`config.mk`:
```
export PLATFORM = sky130hd
export DESIGN_NAME = store_unit
export DESIGN_NICKNAME = d
export VERILOG_FILES = /design/src/rtl/vp_dma_pkg.sv /design/src/rtl/store_req_buffer.sv /design/src/rtl/store_unit.sv
export SDC_FILE = /design/constraint.sdc
export NUM_CORES = 2
export LEC_CHECK = 0
export ABC_CLOCK_PERIOD_IN_PS = 2900
export BUFFER_PORTS_ARGS = -buffer_cell sky130_fd_sc_hd__buf_2
export CORE_MARGIN = 2
export CORE_UTILIZATION = 34
export CTS_BUF_LIST = sky130_fd_sc_hd__clkbuf_2
export DETAILED_ROUTE_END_ITERATION = 10
export PLACE_DENSITY = 0.57
export RECOVER_POWER = 100
export SLEW_MARGIN = 20
export SYNTH_ARGS = -nofsm -noshare
export SYNTH_HDL_FRONTEND = slang
export SYNTH_SLANG_ARGS = --single-unit
```
`constraint.sdc`:
```
create_clock -name clk -period 2.9 [get_ports clk]
set_clock_uncertainty 0.2 [all_clocks]
set_input_delay 0.29 -clock clk [delete_from_list [all_inputs] [get_ports clk]]
set_output_delay 0.29 -clock clk [all_outputs]
set_load 0.05 [all_outputs]
```
`src/rtl/vp_dma_pkg.sv`:
```
// Shared types and constants for the vector DMA store path.
package vp_dma_pkg;
  localparam int WORD_W = 32;
  typedef enum logic [1:0] {IDLE, WRITE, DONE} store_state_t;
endpackage

```
`src/rtl/store_req_buffer.sv`:
```
// One-entry pending request slot: captures a vector and its slot number while the writer is busy.
module store_req_buffer #(
  parameter int DATA_W = 512,
  parameter int ADDR_W = 5
) (
  input  logic              clk,
  input  logic              RESET,
  input  logic              i_load,
  input  logic              i_pop,
  input  logic [DATA_W-1:0] i_data,
  input  logic [ADDR_W-1:0] i_addr,
  output logic              o_full,
  output logic [DATA_W-1:0] o_data,
  output logic [ADDR_W-1:0] o_addr
);
  logic              r_full;
  logic [DATA_W-1:0] r_data;
  logic [ADDR_W-1:0] r_addr;

  // Load only happens when empty and pop only when full, so they never coincide.
  always_ff @(posedge clk or negedge RESET) begin
    if (!RESET) begin
      r_full <= 1'b0;
      r_data <= '0;
      r_addr <= '0;
    end else if (i_load) begin
      r_full <= 1'b1;
      r_data <= i_data;
      r_addr <= i_addr;
    end else if (i_pop) begin
      r_full <= 1'b0;
    end
  end

  assign o_full = r_full;
  assign o_data = r_data;
  assign o_addr = r_addr;
endmodule

```
`src/rtl/store_unit.sv`:
```
// Streams a captured vector into block RAM one 32-bit word per cycle; one pending request may queue behind it.
// States: IDLE = waiting for a request | WRITE = one word per cycle | DONE = done pulse, choose next vector.
module store_unit
  import vp_dma_pkg::*;
#(
  parameter int matSize  = 16,
  parameter int memDepth = 12
) (
  input  logic                          clk,
  input  logic                          RESET,
  input  logic                          inValid,
  output logic                          inReady,
  input  logic [matSize*WORD_W-1:0]     inData,
  input  logic [$clog2(matSize*2)-1:0]  inAddr,
  output logic [memDepth-1:0]           memAddr,
  output logic [WORD_W-1:0]             memData,
  output logic                          memWE,
  output logic                          memEnable,
  output logic                          busy,
  output logic                          done
);
  localparam int SLOT_W       = $clog2(matSize*2);
  localparam int CNT_W        = $clog2(matSize);
  localparam int DATA_W       = matSize * WORD_W;
  localparam int padding_size = memDepth - SLOT_W - CNT_W;

  store_state_t        r_state;
  logic [DATA_W-1:0]   r_active_data;
  logic [SLOT_W-1:0]   r_active_addr;
  logic [CNT_W-1:0]    r_word_cnt;
  logic [memDepth-1:0] r_mem_addr;
  logic [WORD_W-1:0]   r_mem_data;
  logic                r_mem_we;
  logic                r_mem_en;
  logic                r_done;

  logic                w_accept;
  logic                w_pend_load;
  logic                w_pend_pop;
  logic                w_pend_full;
  logic [DATA_W-1:0]   w_pend_data;
  logic [SLOT_W-1:0]   w_pend_addr;
  logic [WORD_W-1:0]   w_word;

  assign inReady  = !w_pend_full;
  assign w_accept = inValid && !w_pend_full;
  // In DONE with an empty slot the new request goes straight to the active register.
  assign w_pend_load = w_accept && (r_state == WRITE);
  assign w_pend_pop  = (r_state == DONE) && w_pend_full;
  assign w_word      = r_active_data[r_word_cnt*WORD_W +: WORD_W];

  store_req_buffer #(
    .DATA_W (DATA_W),
    .ADDR_W (SLOT_W)
  ) u_pend (
    .clk    (clk),
    .RESET  (RESET),
    .i_load (w_pend_load),
    .i_pop  (w_pend_pop),
    .i_data (inData),
    .i_addr (inAddr),
    .o_full (w_pend_full),
    .o_data (w_pend_data),
    .o_addr (w_pend_addr)
  );

  always_ff @(posedge clk or negedge RESET) begin
    if (!RESET) begin
      r_state       <= IDLE;
      r_active_data <= '0;
      r_active_addr <= '0;
      r_word_cnt    <= '0;
      r_mem_addr    <= '0;
      r_mem_data    <= '0;
      r_mem_we      <= 1'b0;
      r_mem_en      <= 1'b0;
      r_done        <= 1'b0;
    end else begin
      r_mem_we <= 1'b0;
      r_mem_en <= 1'b0;
      r_done   <= 1'b0;
      case (r_state)
        IDLE: begin
          if (w_accept) begin
            r_active_data <= inData;
            r_active_addr <= inAddr;
            r_word_cnt    <= '0;
            r_state       <= WRITE;
          end
        end
        WRITE: begin
          r_mem_we   <= 1'b1;
          r_mem_en   <= 1'b1;
          r_mem_data <= w_word;
          r_mem_addr <= {{padding_size{1'b0}}, r_active_addr, r_word_cnt};
          r_word_cnt <= r_word_cnt + 1'b1;
          if (r_word_cnt == CNT_W'(matSize-1)) r_state <= DONE;
        end
        DONE: begin
          r_done     <= 1'b1;
          r_word_cnt <= '0;
          if (w_pend_full) begin
            r_active_data <= w_pend_data;
            r_active_addr <= w_pend_addr;
            r_state       <= WRITE;
          end else if (w_accept) begin
            r_active_data <= inData;
            r_active_addr <= inAddr;
            r_state       <= WRITE;
          end else begin
            r_state <= IDLE;
          end
        end
        default: r_state <= IDLE;
      endcase
    end
  end

  assign memAddr   = r_mem_addr;
  assign memData   = r_mem_data;
  assign memWE     = r_mem_we;
  assign memEnable = r_mem_en;
  assign done      = r_done;
  assign busy      = (r_state != IDLE) || w_pend_full;
endmodule
```
==> results of run 1 <==
Yosys cell counts, types with 5 or more instances:
cell type / count
sky130_fd_sc_hd__a221oi_1: 14
sky130_fd_sc_hd__o31ai_1: 5
sky130_fd_sc_hd__clkbuf_1: 81
sky130_fd_sc_hd__buf_6: 23
sky130_fd_sc_hd__dfrtp_1: 1084
sky130_fd_sc_hd__nand2_1: 120
sky130_fd_sc_hd__o22ai_1: 490
sky130_fd_sc_hd__buf_4: 26
sky130_fd_sc_hd__nand4_1: 44
sky130_fd_sc_hd__o21ai_0: 32
sky130_fd_sc_hd__a22oi_1: 106
sky130_fd_sc_hd__mux4_2: 30
sky130_fd_sc_hd__buf_2: 147
sky130_fd_sc_hd__a21oi_1: 18
sky130_fd_sc_hd__mux2i_1: 201
sky130_fd_sc_hd__a32oi_1: 5
sky130_fd_sc_hd__buf_1: 31
sky130_fd_sc_hd__a31oi_1: 11
sky130_fd_sc_hd__mux2_2: 487
sky130_fd_sc_hd__mux2_1: 31
sky130_fd_sc_hd__nand3_1: 19
sky130_fd_sc_hd__nor2_1: 994
stage by stage:
stage	setup slack [ns]	cells	hold slack, ns	utilization, %	instance area, um^2
detailed placement	0.126	6274	0.141	38.5	52100
floorplan	0.533	4030	-0.206	-	46400
global placement	0.135	6274	0.139	38.5	52100
kinds of logic after synthesis:
kind of cell | share of synthesized area [%]
AO/OA/AOI/OAI | 9.52
adder cells (fa/ha/maj) | 0.0270
buffers and inverters | 3.55
flip-flops | 58.5
multiplexers | 18.4
other | 0.00808
AND/OR/NAND/NOR | 10.0
==> reports/metrics.cfg, run 1 <==
[status]
run_status = aborted with a tool error
failed_stage = clock tree synthesis
flow.first_error = [ERROR RSZ-0060] Max buffer count reached.

[synth]
syn-cell-area_mm2 = 0.0464
yosysTopAreaCell = sky130_fd_sc_hd__dfrtp_1
synth_sequential_area_ratio_pct = 58.5
synthArstFlopShare_pct = 100
yosys.area.top_type_share_pct = 58.5
ys_warn_count = 0
netlist_top_cells_area = sky130_fd_sc_hd__dfrtp_1 58%, sky130_fd_sc_hd__mux2_2 12%, sky130_fd_sc_hd__nor2_1 8.0%
yosys_register_bits = 1084
syn-instance-count = 4028
mapped_avg_cell_area_um2 = 11.5
postSynth.topFlopCell = sky130_fd_sc_hd__dfrtp_1
synth_edf_count = 0
netlist-cell-type-count = 41

[die]
placement_rows = 135
initial_cell_density_of_the_core_pct = 34.2
ios = 569
die_x_um = 373
die_h_um = 373

[clock_network]
cts_post_setup_buffers_inserted = 10
htreeDepth = 5
clk_sinks = 1084
cts_hold_buffers = 1361
cts_buffer_depth = 4
numCtsBuffers = 315
clock-root-buffer = sky130_fd_sc_hd__clkbuf_2
post_cts_resize_count = 141

[place]
io_buffer_count = 565
gp_congestion = 0.890
detailed_place_hpwl_mm = 124

==> inputs of run 2 (changes only) <==
--- a/config.mk
+++ b/config.mk
@@ -8,10 +8,9 @@
 export ABC_CLOCK_PERIOD_IN_PS = 2900
 export BUFFER_PORTS_ARGS = -buffer_cell sky130_fd_sc_hd__buf_2
 export CORE_MARGIN = 2
-export CORE_UTILIZATION = 34
-export CTS_BUF_LIST = sky130_fd_sc_hd__clkbuf_2
+export CORE_UTILIZATION = 20
 export DETAILED_ROUTE_END_ITERATION = 10
-export PLACE_DENSITY = 0.57
+export PLACE_DENSITY_LB_ADDON = 0.15
 export RECOVER_POWER = 100
 export SLEW_MARGIN = 20
 export SYNTH_ARGS = -nofsm -noshare
==> run 2 against run 1 <==
Effect of this change: synthesized cell count unchanged; the flow now finishes, with violations (max-capacitance violations, max-slew violations); synthesized area unchanged.
==> reports/metrics.cfg, run 2 <==
[synth]
yosys_register_bits = 1084
synth_sequential_area_ratio_pct = 58.5
mapped_avg_cell_area_um2 = 11.5
synthArstFlopShare_pct = 100
yosys.cell_count.top_type = sky130_fd_sc_hd__dfrtp_1
synth_edf_count = 0
syn-cell-area_mm2 = 0.0464
netlist_top_cells_area = sky130_fd_sc_hd__dfrtp_1 58%, sky130_fd_sc_hd__mux2_2 12%, sky130_fd_sc_hd__nor2_1 8.0%
yosys.area.top_type_share_pct = 58.5
postSynth.topFlopCell = sky130_fd_sc_hd__dfrtp_1
yosysTopAreaCell = sky130_fd_sc_hd__dfrtp_1
syn-instance-count = 4028
netlist-cell-type-count = 41
synth.top_cells.by_count = 1084 x sky130_fd_sc_hd__dfrtp_1, 994 x sky130_fd_sc_hd__nor2_1, 490 x sky130_fd_sc_hd__o22ai_1, 487 x sky130_fd_sc_hd__mux2_2, 201 x sky130_fd_sc_hd__mux2i_1
ys_warn_count = 0

[global_route]
grtUsageMet2_pct = 29.0
global_route.usage.met1_pct = 24.6
first_global_vias = 37826
grt_most_used_layer = met2
m3_gr_usage_pct = 2.74
grt_antenna_before_repair = 57
grt_use_total_pct = 17.8
globalRouteOverflowTotal = 0
grt_first_pass_wirelength_mm = 298
grt_start_max_net_pins = 118

[clock_network]
htreeDepth = 4
clock-root-buffer = sky130_fd_sc_hd__clkbuf_16
numCtsBuffers = 142
clk_sinks = 1084
cts_buffer_depth = 3
cts_tree = done
clock_latency_ns = 0.79
clk_transition_reported_paths_ns = 0.06

[timing]
worst_pin_slew_ns = 1.91
worst_slew_margin_rel_pct = -27.2
whs_ns = 0.0800
fmax_ghz = 0.353
drv_slew = 433
report.final.hold_viol_count = 0
min_period_over_period_pct = 97.7
setup_total_neg_slack_ns = 0
setup_viol = 0
unrepaired_setup_endpoints_after_global_routing = no
fin_crit_ns = 2.83

[die]
placement_rows = 176
initial_cell_density_of_the_core_pct = 20.1
ios = 569
placeableCoreArea_mm2 = 0.230
die_area_mm2 = 0.236
die_h_um = 486
die_x_um = 486

[worst_setup_path]
maximum_fanout_along_the_worst_path = 16
critical_path_required_ns = 3.31
critical_path.max_stage_delay_ns = 0.70
start_kind = flip-flop
critPathCaptureType = flip-flop
crit_arrival_ns = 3.25
worst-setup-path-type = flip-flop to flip-flop
critical-path-slowest-cell = sky130_fd_sc_hd__dfrtp_4
critical_path.cell_chain = buf_4 -> mux4_2 -> a22oi_1 -> a31oi_1

[place]
detailed_place_hpwl_mm = 155
gp_congestion = 0.774
io_buffer_count = 565

[status]
run_status = finished with violations
violations = max-capacitance violations, max-slew violations

[routing]
routed_wl_mm = 213
drt-initial-drc-count = 2310
drt_drc_violations_left = 0
detail_route.wl_per_cell_um = 25.7
antenna_violating_nets_post_route = 0
viasPerCell = 4.45
detailedRoute.firstPassIterationCount = 5
vias = 36910

[final_layout]
post_route_cells_drive_above_1_share_pct = 27.4
layout-area-overhead-vs-synth_pct = 36.3
mostFrequentLayoutCell = sky130_fd_sc_hd__dfrtp_1
nNetsFinal = 5665
commonest_non_fill_non_tap_cells_in_the_layout = 1081 x sky130_fd_sc_hd__dfrtp_1, 991 x sky130_fd_sc_hd__nor2_1, 525 x sky130_fd_sc_hd__dlygate4sd3_1

[power]
finalPower_uw = 70900
power_density_mw_per_mm2 = 1120
vdd_drop_max_mv = 0.670
p_leak_uw = 0.0272

[flow_run]
maxCapViolations = 5

[hold_path]
hold_path_class = input port to flip-flop

## run 2: cell counts after synthesis
No cell type changed its count.
## run 2: report_power, final
group / switching, uW / internal [uW] / leakage, uW
logic: 14600 / 10400 / 0.0123
clock network: 7270 / 10700 / 0.00231
registers: 4990 / 22800 / 0.0125
## run 2: final cells by class
class	count	area (um^2)
clock buffers	216	4250
diodes	13	32.5
well taps	3026	3790
inverters	6	26.3
flip-flops and latches	1084	27100
fillers	24115	167000
repair buffers	1279	9880
multi-input cells	2631	17700
clock inverters	34	459
## run 2: layer usage
metal / vias up / part of all wire, % / wire [um]
li1: 16657 / - / -
met1: 19026 / 47 / 99900
met2: 924 / 47 / 100000
met3: 269 / 4.0 / 8490
met4: 34 / 2.2 / 4630
met5: - / 0.10 / 217
## run 2: repair_timing
action | in CTS | in global routing
endpoints found under the hold margin | 2070 | 0
setup buffers | 2 | 0
setup endpoints to repair | 2 | 1
gates resized for setup | 2 | 1
hold buffers | 525 | 0
## run 2: path summary, 6_finish.rpt
kind | end | cells after the start | slack (ns) | start
setup / recovery | memData[23] | 4 | 0.07 | r_word_cnt[0]
hold / removal | u_pend.o_data[70] | 3 | 0.08 | inData[70]
setup reg to reg | memData[23] | 4 | 0.07 | r_word_cnt[0]
hold reg to reg | memAddr[5] | 2 | 0.26 | r_active_addr[1]
max in group asynchronous | r_active_data[135] | 4 | 0.46 | RESET
min in group asynchronous | r_active_data[347] | 3 | 0.22 | RESET
## run 2: kinds of logic after synthesis
| kind of cell | Yosys count | synth area share, % |
|---|---|---|
| AOI/OAI and AO/OA | 685 | 9.52 |
| muxes | 749 | 18.4 |
| and+or+nand+nor | 1193 | 10.0 |
| buffers and inverters | 315 | 3.55 |
| DFF | 1084 | 58.5 |
| other | 1 | 0.00808 |
| adders and majority gates | 1 | 0.0270 |
## run 2: worst max-delay path, delay by kind of cell, from the launching register on
family	cells	cell delay (ns)
flops	1	0.70
mux	1	0.63
compound gates	2	0.76
buf+inv	1	0.31
## run 2: stage by stage
stage	worst slack (ns)	util (%)	instance area, um^2	std cells
after global placement	0.0842	23.3	53700	7499
after detailed placement	0.0706	23.3	53700	7499
final	0.0663	27.4	63200	8289
after global routing	0.0125	27.4	63200	8282
after CTS	0.0476	27.6	63700	8276
after floorplan	0.533	-	46400	4030
Note: power is estimated with default switching activity, not from simulation.
